[src/rtl/tv80_arith16_seq_pkg.sv]
// Shared core constants for the 16-bit arithmetic sequencer: ALU operation
// codes, request operation encodings and the per-pass op selection helpers.
package tv80_arith16_seq_pkg;

    localparam logic [3:0] ALU_OP_ADD = 4'b0000;
    localparam logic [3:0] ALU_OP_ADC = 4'b0001;
    localparam logic [3:0] ALU_OP_SUB = 4'b0010;
    localparam logic [3:0] ALU_OP_SBC = 4'b0011;

    typedef enum logic [1:0] {
        OP_ADD16 = 2'b00,
        OP_ADC16 = 2'b01,
        OP_SBC16 = 2'b10,
        OP_SUB16 = 2'b11
    } arith16_op_t;

    // Low-byte pass: ADD16 and SUB16 start without carry, ADC16/SBC16 use it.
    function automatic logic [3:0] lo_pass_op(input arith16_op_t op);
        logic [3:0] code;
        case (op)
            OP_ADD16: code = ALU_OP_ADD;
            OP_ADC16: code = ALU_OP_ADC;
            OP_SBC16: code = ALU_OP_SBC;
            default:  code = ALU_OP_SUB;
        endcase
        return code;
    endfunction

    // High-byte pass always chains the carry/borrow from the low byte.
    function automatic logic [3:0] hi_pass_op(input arith16_op_t op);
        logic [3:0] code;
        case (op)
            OP_ADD16, OP_ADC16: code = ALU_OP_ADC;
            default:            code = ALU_OP_SBC;
        endcase
        return code;
    endfunction

endpackage

[src/rtl/tv80_arith16_seq.sv]
// 16-bit ADD/ADC/SUB/SBC sequencer driving an external 8-bit ALU twice
// (low byte, then high byte) with carry and flags chained between passes.
module tv80_arith16_seq
    import tv80_arith16_seq_pkg::*;
#(
    parameter int Mode   = 3,
    parameter int Flag_C = 0,
    parameter int Flag_N = 1,
    parameter int Flag_P = 2,
    parameter int Flag_X = 3,
    parameter int Flag_H = 4,
    parameter int Flag_Y = 5,
    parameter int Flag_Z = 6,
    parameter int Flag_S = 7
) (
    input  logic        clk,
    input  logic        reset,

    input  logic        req_valid,
    output logic        req_ready,
    input  logic [1:0]  req_op,
    input  logic [15:0] req_a,
    input  logic [15:0] req_b,
    input  logic [7:0]  req_f,

    output logic [3:0]  alu_op,
    output logic        alu_arith16,
    output logic        alu_z16,
    output logic [7:0]  alu_bus_a,
    output logic [7:0]  alu_bus_b,
    output logic [7:0]  alu_f_in,
    input  logic [7:0]  alu_q,
    input  logic [7:0]  alu_f_out,

    output logic        rsp_valid,
    input  logic        rsp_ready,
    output logic [15:0] rsp_q,
    output logic [7:0]  rsp_f
);

    // Flag positions are owned by the external ALU; only sanity-checked here.
    if (Mode < 0 || Mode > 3) begin : g_bad_mode
        $error("tv80_arith16_seq: Mode out of range");
    end
    if (Flag_C < 0 || Flag_C > 7 || Flag_N < 0 || Flag_N > 7 ||
        Flag_P < 0 || Flag_P > 7 || Flag_X < 0 || Flag_X > 7 ||
        Flag_H < 0 || Flag_H > 7 || Flag_Y < 0 || Flag_Y > 7 ||
        Flag_Z < 0 || Flag_Z > 7 || Flag_S < 0 || Flag_S > 7) begin : g_bad_flag
        $error("tv80_arith16_seq: flag position out of range");
    end

    typedef enum logic [1:0] {
        S_IDLE = 2'b00,
        S_LO   = 2'b01,
        S_HI   = 2'b10,
        S_DONE = 2'b11
    } state_t;

    state_t      state;
    state_t      state_next;

    arith16_op_t op_r;
    logic [15:0] a_r;
    logic [15:0] b_r;
    logic [7:0]  f_r;
    logic [7:0]  q_lo;
    logic [7:0]  f_lo;

    // State register.
    always_ff @(posedge clk or posedge reset) begin
        if (reset) begin
            state <= S_IDLE;
        end else begin
            state <= state_next;
        end
    end

    // Next-state: one cycle per pass, DONE holds until the response is taken.
    always_comb begin
        state_next = state;
        case (state)
            S_IDLE: if (req_valid) state_next = S_LO;
            S_LO:   state_next = S_HI;
            S_HI:   state_next = S_DONE;
            S_DONE: if (rsp_ready) state_next = S_IDLE;
            default: state_next = S_IDLE;
        endcase
    end

    // Request capture and per-pass result/flag capture.
    always_ff @(posedge clk or posedge reset) begin
        if (reset) begin
            op_r  <= OP_ADD16;
            a_r   <= '0;
            b_r   <= '0;
            f_r   <= '0;
            q_lo  <= '0;
            f_lo  <= '0;
            rsp_q <= '0;
            rsp_f <= '0;
        end else begin
            case (state)
                S_IDLE: begin
                    if (req_valid) begin
                        op_r <= arith16_op_t'(req_op);
                        a_r  <= req_a;
                        b_r  <= req_b;
                        f_r  <= req_f;
                    end
                end
                S_LO: begin
                    q_lo <= alu_q;
                    f_lo <= alu_f_out;
                end
                S_HI: begin
                    rsp_q <= {alu_q, q_lo};
                    rsp_f <= alu_f_out;
                end
                default: ;
            endcase
        end
    end

    // Outputs: handshakes from state; ALU port is quiet outside LO/HI.
    always_comb begin
        req_ready   = (state == S_IDLE);
        rsp_valid   = (state == S_DONE);
        alu_op      = '0;
        alu_arith16 = 1'b0;
        alu_z16     = 1'b0;
        alu_bus_a   = '0;
        alu_bus_b   = '0;
        alu_f_in    = '0;
        case (state)
            S_LO: begin
                alu_op      = lo_pass_op(op_r);
                alu_arith16 = (op_r == OP_ADD16);
                alu_bus_a   = a_r[7:0];
                alu_bus_b   = b_r[7:0];
                alu_f_in    = f_r;
            end
            S_HI: begin
                alu_op      = hi_pass_op(op_r);
                alu_arith16 = (op_r == OP_ADD16);
                alu_z16     = (op_r != OP_ADD16);
                alu_bus_a   = a_r[15:8];
                alu_bus_b   = b_r[15:8];
                alu_f_in    = f_lo;
            end
            default: ;
        endcase
    end

endmodule

[config.mk]
export PLATFORM = sky130hd
export DESIGN_NAME = tv80_arith16_seq
export DESIGN_NICKNAME = d
export VERILOG_FILES = /design/src/rtl/tv80_arith16_seq_pkg.sv /design/src/rtl/tv80_arith16_seq.sv
export SDC_FILE = /design/constraint.sdc
export NUM_CORES = 1
export LEC_CHECK = 0
export BUFFER_PORTS_ARGS = -buffer_cell sky130_fd_sc_hd__buf_2
export CAP_MARGIN = 20
export CORE_AREA = 2 2 97 99
export CTS_CLUSTER_SIZE = 28
export DETAILED_ROUTE_END_ITERATION = 8
export DIE_AREA = 0 0 99 101
export PLACE_DENSITY = 0.73
export RECOVER_POWER = 100
export SLEW_MARGIN = 20
export SYNTH_ARGS = -nofsm -noshare
export SYNTH_HDL_FRONTEND = slang
export SYNTH_SLANG_ARGS = --single-unit
[constraint.sdc]
create_clock -name clk -period 6.45 [get_ports clk]
set_input_delay 1.29 -clock clk [delete_from_list [all_inputs] [get_ports clk]]
set_output_delay 1.29 -clock clk [all_outputs]
set_load 0.03 [all_outputs]
==> metrics.yaml <==
clocking:
  clk_pin_slew_ns: 0.09
  numCtsBuffers: 9
  ctsResizeCount: 0
  clock_path_buffers: 2
  cts_setup_buffers: 0
  cts_hold_buf: 0
  tritoncts: "built"
  clkSinkCount: 84
  cts_root_buf: "clkbuf_8"
  cts_htree_levels: 3
  insertion_delay_ns: 0.35
sta:
  finalSetupTns_ns: 0
  period_share: 0.666
  clock.fmax_ghz: 0.233
  setup_viol: 0
  skew_ns: 0.0101
  fin_crit_ns: 4.30
  slew_headroom: -0.178
  maxSlewViolCount: 112
  worstMarginPinSlew_ns: 1.76
  worst_slack_ns: 2.15
  hold_violations: 0
  grt_setup_unrepaired: "false"
  holdWs_ns: 0.509
power:
  p_switching_mw: 1.12
  powerDensity_nw_per_um2: 606
  internal_power_mw: 1.60
  p_leak_nw: 1.97
  clockPowerShare: 0.162
  power_frac_seq: 0.346
  ir_worst_vdd_v: 0.000306
  power_mw: 2.72
  switching_share: 0.412
  combPwrFrac: 0.492
setup_path:
  worstSetupPathType: "reg -> out"
  crit_path_end_kind: "output port"
  crit_arrival_ns: 3.01
  worst-path-max-fanout: 40
  r2r_cells: 4
  r2r-end: "a_r[2]$_DFFE_PP0P_"
  rr_startpoint: "state[0]$_DFFE_PP0P_"
  required_ns: 5.16
  critPathLaunchType: "flip-flop"
  rrSetupSlack_ns: 3.77
global_route:
  grt_pass1_wl_um: 12100
  grt_antenna_before_repair: 1
  overflow: 0
  grt_usage: 0.156
  grt_max_degree: 85
  grt_pass1_vias: 2497
die:
  die_w_um: 99
  pin_count: 118
  initial_core_util: 0.414
  die_h_um: 101
  row_count: 35
  coreArea_um2: 8980
  die_area_um2: 10000
min_path:
  hold_class: "reg -> reg"
  min_from: "rsp_f[6]$_DFFE_PP0N_"
  hold_path_depth: 1
  min_to: "rsp_f[6]$_DFFE_PP0N_"
placement:
  hpwlAfterDp_um: 4970
  dp_slack_ns: 3.16
  gp_congestion: 0.723
  postPlaceCellArea_um2: 4330
  port_buffers: 115
routing:
  drc: 0
  viasPerCell: 4.99
  routedWlPerCell_um: 15.2
  ant_nets: 0
  vias: 2440
  drt-total-wl_um: 7430
  drt-initial-drc-count: 86
  drt-pass1-iter-count: 4
run_status:
  status: "finished, violations left"
  violations: "capacitance limit, slew limit"
yosys:
  synth_top_area_share: 0.565
  ys.warnings.count: 0
  synth_cell_types: 19
  synth_top_area_cell: "dfrtp_1"
  synthCells: 262
  ys_seq_area_frac: 0.565
  synthTopCellsByArea: "dfrtp_1, mux2_2, a22oi_1"
  synthesis.area_um2: 3720
  ys_ff_latch: 84
  synth.avg_cell_area_um2: 14.2
layout:
  antenna_cells: 0
  drive_gt1_frac: 0.429
  areaGrowthSynthToFinish_pct: 20.9
  mostFrequentLayoutCell: "dfrtp_1"
  nNetsFinal: 445
  fin_area_um2: 4500
  mostFrequentLayoutCells: "dfrtp_1, mux2_2, buf_2"
run:
  max-cap-violations: 3
## how the worst max path moves through the flow
| stage | startpoint | to | slack [ns] | depth (start not counted) |
|---|---|---|---|---|
| CTS | state[0]$_DFFE_PP0P_ | alu_f_in[7] | 2.75 | 5 |
| floorplan | reset | a_r[0]$_DFFE_PP0P_ | 2.99 | 1 |
| global placement | state[0]$_DFFE_PP0P_ | alu_f_in[7] | 3.23 | 5 |
| global route | state[1]$_DFFE_PP0P_ | alu_bus_b[3] | 1.88 | 5 |
| detailed placement | state[0]$_DFFE_PP0P_ | alu_f_in[7] | 3.16 | 5 |
| finish | state[1]$_DFFE_PP0P_ | alu_f_in[2] | 2.15 | 5 |
## cell type report
cell class / instances / area, µm²
Tap cell: 111 / 139
Inverter: 6 / 23.8
Clock buffer: 10 / 128
Clock inverter: 6 / 113
Timing Repair Buffer: 117 / 523
Fill cell: 824 / 4480
Multi-Input combinational cell: 155 / 1470
Sequential cell: 84 / 2100
## state kept, by name, indices dropped and copies added, names as in the netlist
signal  flops
a_r        16
b_r        16
rsp_q      16
f_lo        8
f_r         8
q_lo        8
rsp_f       8
op_r        2
state       2
## power groups by stage
stage	logic [mW]	registers (mW)	clock network [mW]
2_1_floorplan	0.940	1.08	0
3_3_place_gp	1.38	0.933	0
3_5_place_dp	1.40	0.952	0
4_1_cts	1.41	0.943	0.460
5_1_grt	1.45	0.981	0.482
6_report	1.34	0.942	0.442
## cell families (layout without fill, tap and decap cells)
| logic type | count (synthesis) | after routing | share of synthesized area |
|---|---|---|---|
| buffers and inverters | 24 | 139 | 0.0407 |
| AND/OR/NAND/NOR | 31 | 31 | 0.0508 |
| AO/OA/AOI/OAI | 29 | 29 | 0.0575 |
| other | 1 | 2 | 0.00101 |
| multiplexers | 83 | 83 | 0.251 |
| flip-flops | 84 | 84 | 0.565 |
| adder cells (fa/ha/maj) | 10 | 10 | 0.0336 |
## routing by layer
metal,part of all wire,up-vias,track usage
met1,0.46,1198,0.207
met3,0.090,8,0.0617
li1,-,1142,-
met5,0,-,0
met2,0.44,92,0.233
met4,0.011,0,0.0537
## metrics by stage
stage / util / cells
3_3_place_gp: 0.482 / 473
2_1_floorplan: - / 263
3_5_place_dp: 0.482 / 473
4_1_cts: 0.509 / 489
5_1_grt: 0.501 / 489
6_report: 0.501 / 489
## Yosys cell counts (all sizes together)
cell     n
o32a     1
and2     1
mux2    83
o21ai    1
buf     16
clkbuf   2
conb     1
a21oi    2
inv      6
dfrtp   84
a22oi   24
ha      10
nand2    2
nor2     1
nor2b   27
a21boi   1
## critical path, stage by stage (launching register included)
cell      delay [ns]
dfrtp_1         0.43
inv_1           0.12
ha_1            1.30
a22oi_1         0.26
nor2b_1         0.19
clkbuf_1        0.35
No activity file was read; power rests on OpenSTA's default activity.
